--- config.mk ---
export PLATFORM = sky130hd
export DESIGN_NAME = stream_writer_src
export DESIGN_NICKNAME = d
export VERILOG_FILES = /design/src/rtl/stream_writer_src.sv
export SDC_FILE = /design/constraint.sdc
export NUM_CORES = 1
export LEC_CHECK = 0
export BUFFER_PORTS_ARGS = -buffer_cell sky130_fd_sc_hd__buf_2
export CAP_MARGIN = 5
export CORE_ASPECT_RATIO = 1.75
export CORE_MARGIN = 5
export CORE_UTILIZATION = 56
export DETAILED_ROUTE_END_ITERATION = 6
export PLACE_DENSITY = 0.76
export SYNTH_ARGS = -nofsm -noshare
export SYNTH_HDL_FRONTEND = slang
export SYNTH_SLANG_ARGS = --single-unit
--- constraint.sdc ---
create_clock -name clk -period 3.2 [get_ports clk]
set_input_delay 0.48 -clock clk [delete_from_list [all_inputs] [get_ports clk]]
set_output_delay 0.48 -clock clk [all_outputs]
set_load 0.01 [all_outputs]
--- src/rtl/stream_writer_src.sv ---
// Buffered stream source: a local producer fills a circular FIFO, and words are replayed in order
// on a valid/ready master port under control of an LFSR-based rate throttle.
module stream_writer_src #(
  parameter int WIDTH          = 32,
  parameter int MAX_BLOCK_SIZE = 32
) (
  input  logic                              clk,
  input  logic                              rst,
  input  logic [WIDTH-1:0]                  load_data_i,
  input  logic                              load_valid_i,
  output logic                              load_ready_o,
  input  logic [7:0]                        rate_i,
  output logic [WIDTH-1:0]                  stream_m_data_o,
  output logic                              stream_m_valid_o,
  input  logic                              stream_m_ready_i,
  output logic [$clog2(MAX_BLOCK_SIZE):0]   count_o,
  output logic [31:0]                       words_sent_o
);

  localparam int AW = $clog2(MAX_BLOCK_SIZE);
  localparam int CW = AW + 1;
  localparam logic [15:0] LFSR_SEED = 16'hACE1;

  // Galois form of x^16+x^14+x^13+x^11+1, shifting right with the output taken from bit 0.
  function automatic logic [15:0] lfsr_step(input logic [15:0] s);
    return {1'b0, s[15:1]} ^ (s[0] ? 16'hB400 : 16'h0000);
  endfunction

  logic [WIDTH-1:0] mem_q [MAX_BLOCK_SIZE];
  logic [AW-1:0]    rd_ptr_q, rd_ptr_d, wr_ptr_q, wr_ptr_d;
  logic [CW-1:0]    count_q, count_d;
  logic [15:0]      lfsr_q, lfsr_d;
  logic [WIDTH-1:0] data_q, data_d;
  logic             valid_q, valid_d;
  logic [31:0]      sent_q, sent_d;

  logic eligible, slot_free, push, pop, handshake;

  assign load_ready_o     = (count_q < CW'(MAX_BLOCK_SIZE));
  assign eligible         = (rate_i == 8'hFF) || (lfsr_q[7:0] < rate_i);
  assign slot_free        = !valid_q || stream_m_ready_i;
  assign push             = load_valid_i && load_ready_o && !rst;
  assign pop              = slot_free && (count_q != '0) && eligible;
  assign handshake        = valid_q && stream_m_ready_i;

  assign stream_m_data_o  = data_q;
  assign stream_m_valid_o = valid_q;
  assign count_o          = count_q;
  assign words_sent_o     = sent_q;

  always_comb begin
    rd_ptr_d = rd_ptr_q;
    wr_ptr_d = wr_ptr_q;
    count_d  = count_q;
    data_d   = data_q;
    valid_d  = valid_q;
    lfsr_d   = lfsr_step(lfsr_q);
    sent_d   = handshake ? sent_q + 32'd1 : sent_q;
    if (pop)  rd_ptr_d = rd_ptr_q + AW'(1);
    if (push) wr_ptr_d = wr_ptr_q + AW'(1);
    case ({push, pop})
      2'b10:   count_d = count_q + CW'(1);
      2'b01:   count_d = count_q - CW'(1);
      default: count_d = count_q;
    endcase
    // A presented word is only replaced once the sink has taken it; the throttle can't retract it.
    if (slot_free) begin
      if (pop) begin
        data_d  = mem_q[rd_ptr_q];
        valid_d = 1'b1;
      end else begin
        valid_d = 1'b0;
      end
    end
  end

  always_ff @(posedge clk) begin
    if (rst) begin
      rd_ptr_q <= '0;
      wr_ptr_q <= '0;
      count_q  <= '0;
      data_q   <= '0;
      valid_q  <= 1'b0;
      lfsr_q   <= LFSR_SEED;
      sent_q   <= '0;
    end else begin
      rd_ptr_q <= rd_ptr_d;
      wr_ptr_q <= wr_ptr_d;
      count_q  <= count_d;
      data_q   <= data_d;
      valid_q  <= valid_d;
      lfsr_q   <= lfsr_d;
      sent_q   <= sent_d;
    end
  end

  always_ff @(posedge clk) begin
    if (push) mem_q[wr_ptr_q] <= load_data_i;
  end

endmodule

==> flow_summary.toml <==
[pwr]
switching_power_mw = 8.74
sequentialPowerShare_pct = 48.6
p_int_mw = 25.5
clkPwrFrac_pct = 33.6
p_sw_share_pct = 25.5
p_per_area_nw_per_um2 = 703
ir_drop_v = 0.000492
power_frac_comb_pct = 17.8
leakagePower_nw = 15.4
finalPower_mw = 34.2

[floorplan]
die-area_um2 = 82500
ioPinCount = 116
rows = 134
core_area_um2 = 76100
die_h_um = 376
start_util_pct = 56.4
die_w_um = 219

[drt]
dr_total_vias = 22500
first_iter_violations = 2777
ant_nets = 0
drc = 0
drtPass1Iterations = 5
drt-total-wl_um = 106000
wire_per_inst_um = 30.7
drt-vias-per-instance = 6.51

[logic_synthesis]
syn_nets = 2221
yosysMostFrequentCell = "edfxtp_1"
synthCells = 2158
synth_area_leaders = "edfxtp_1 (72%), mux4_2 (10%), dfxtp_1 (4.5%)"
ys_seq_area_share_pct = 76.2
synth_area_um2 = 42900
synthArstFlopShare_pct = 0
syn-mean-instance-area_um2 = 19.9
yosysUniqueCellTypes = 56
ys_warn_count = 0
synth_top_area_share_pct = 71.7
synth-seq-cells = 1121
synth_ff_type = "edfxtp_1"
synth_top_area_cell = "edfxtp_1"
synth_edf_count = 1024
netlist_top_cells_count = "edfxtp_1 (1024), mux4_2 (193), mux2i_1 (160), dfxtp_1 (97), nor2_1 (86)"

[clock_network]
cts_made_buffers = 92
ctsHoldBuffers = 0
cts_root_buf = "clkbuf_16"
cts_tree = "yes"
clock_latency_ps = 700
cts_setup_buffers = 0
clockBufferDepth = 3
htree_levels = 3
cts.sinks = 1121
clk_pin_slew_ps = 70

[run]
cap_violations = 0

[setup_path]
crit_buf_inv = 2
critPathCaptureType = "flop"
rrSetupSlack_ps = 230
max_stage_delay_ps = 320
slowest_stage = "dfxtp_1"
worstPathMaxFanout = 6
startpoint = "lfsr_q[2]"
critPathLaunchType = "flop"
crit_arrival_ps = 3510
path_cells = "ha_1 > a211oi_2 > o21ai_0 > a21oi_1 > o21ai_1 > inv_1 > ha_2 > buf_4 > ha_1 > a21oi_1 > o21ai_0 > o311ai_2 > xnor2_1 > nor2_1"
required_ps = 3740
critPathKind = "flop to flop"
critPathTopFamily = "compound AO/OA/AOI/OAI gates"
r2r-start = "lfsr_q[2]"

[sta]
fmax_mhz = 337
fin_setup_tns_ps = 0
fin_skew_ps = 31.6
worst_pin_slew_ps = 1080
hold_viol = 0
finalSetupViolCount = 0
layout_worst_path_cycle_share_pct = 92.7
finalMaxSlewViolations = 0
fin_crit_ps = 2970
slew_headroom_pct = 28.2
finalWorstSetupSlack_ps = 233

[cells_and_area]
finalNetCount = 2424
drive_above_1_share_pct = 26.1
fill_cells = 5040
stdcell_area_um2 = 48700
area_growth_pct = 13.5

[placement]
place_congestion = 0.836
pre_cts_ws_ps = -188
postPlaceCellArea_um2 = 45600
dp_hpwl_um = 63900
port_buffers = 115

[run_status]
outcome = "finished clean"

[worst_hold_path]
min_from = "stream_m_ready_i"
min_path_type = "input port to flop"

[global_route]
antenna_found_initial = 5
grt_max_degree = 72
grt_pass1_vias = 23000
grt_pass1_wl_um = 154000
globalRouteTotalUtil_pct = 25.9
grt.overflow.total = 0
## cell families after synthesis
group | count (synthesis) | share of synthesized area (%)
mux | 353 | 13.9
xor+xnor | 38 | 0.776
simple gates | 226 | 2.65
fa+ha+maj | 19 | 0.572
flops | 1121 | 76.2
buf+inv | 139 | 1.71
compound gates | 262 | 4.25
## area by class of cell
type                       instances  area, um2  share of cell area [%]
clock inverter                    61        648                    1.33
timing repair buffer             228       1750                    3.59
clock buffer                     112       2430                    4.99
tap                             1020       1280                    2.62
sequential                      1121      32700                    67.2
inverter                          20       75.1                   0.154
multi-input combinational        898       9800                    20.1
antenna                            2       5.00                  0.0103
## cells in the final DEF (no fill, tap or decap), drive strengths merged, types with 3 or more instances in the layout
master / count
ha: 18
clkinvlp: 5
clkinv: 40
a211oi: 33
xor2: 22
a22oi: 32
o22ai: 33
and4: 4
a32o: 31
nor2: 86
or3: 8
nor4: 3
bufinv: 10
xnor2: 16
or2: 8
inv: 26
mux2i: 160
dfxtp: 97
nand4: 8
nand3: 23
a21oi: 49
mux4: 193
o21ai: 42
clkbuf: 112
edfxtp: 1024
buf: 228
nand2: 53
nor2b: 12
nor3: 5
o221ai: 31
## power groups by stage
stage / sequential [mW] / clock [mW] / combinational [mW]
after detailed placement: 17.0 / 0 / 6.08
final: 16.6 / 11.5 / 6.10
after global placement: 16.9 / 0 / 5.93
after CTS: 16.6 / 11.7 / 6.14
after global routing: 16.7 / 12.3 / 6.53
after floorplan: 16.8 / 0 / 4.43
## final timing paths
| path | endpoint | cells after the start |
|---|---|---|
| max | count_o[5] | 14 |
| min | words_sent_o[1] | 3 |
| max reg2reg | count_o[5] | 14 |
| min reg2reg | lfsr_q[7] | 1 |
## worst reg2reg max path, delay by kind of cell, from the launching register on
kind	cells	cell delay (ps)
fa+ha+maj	3	790
simple gates	1	60
compound gates	7	1230
xor+xnor	1	160
flops	1	320
buf+inv	2	270
## repair_timing
item	in CTS	in global routing
endpoints found under the setup margin	0	1
gates resized for setup	0	5
hold endpoints to repair	0	0
## flip-flops by register name (all words and copies together), names as in the netlist
| signal | flops |
|---|---|
| words_sent_o | 32 |
| mem_q | 1024 |
| stream_m_data_o | 32 |
| stream_m_valid_o | 1 |
| count_o | 6 |
| lfsr_q | 16 |
| wr_ptr_q | 5 |
| rd_ptr_q | 5 |
## through the flow
step,utilization (%),hold slack [ps],cells
after floorplan,-,389,2158
after global placement,59.9,399,3287
after detailed placement,59.9,398,3287
after CTS,63.9,90.4,3460
after global routing,64.0,161,3460
final,64.0,131,3462
## per-layer routing
| metal | up-vias | share of wire [%] | track usage (%) |
|---|---|---|---|
| met5 | - | 0.012 | 0 |
| met4 | 2 | 4.7 | 10.9 |
| met3 | 295 | 8.5 | 4.09 |
| met2 | 1317 | 53 | 46.1 |
| met1 | 11700 | 33 | 31.5 |
| li1 | 9247 | - | - |
No activity file was read; power rests on OpenSTA's default activity.
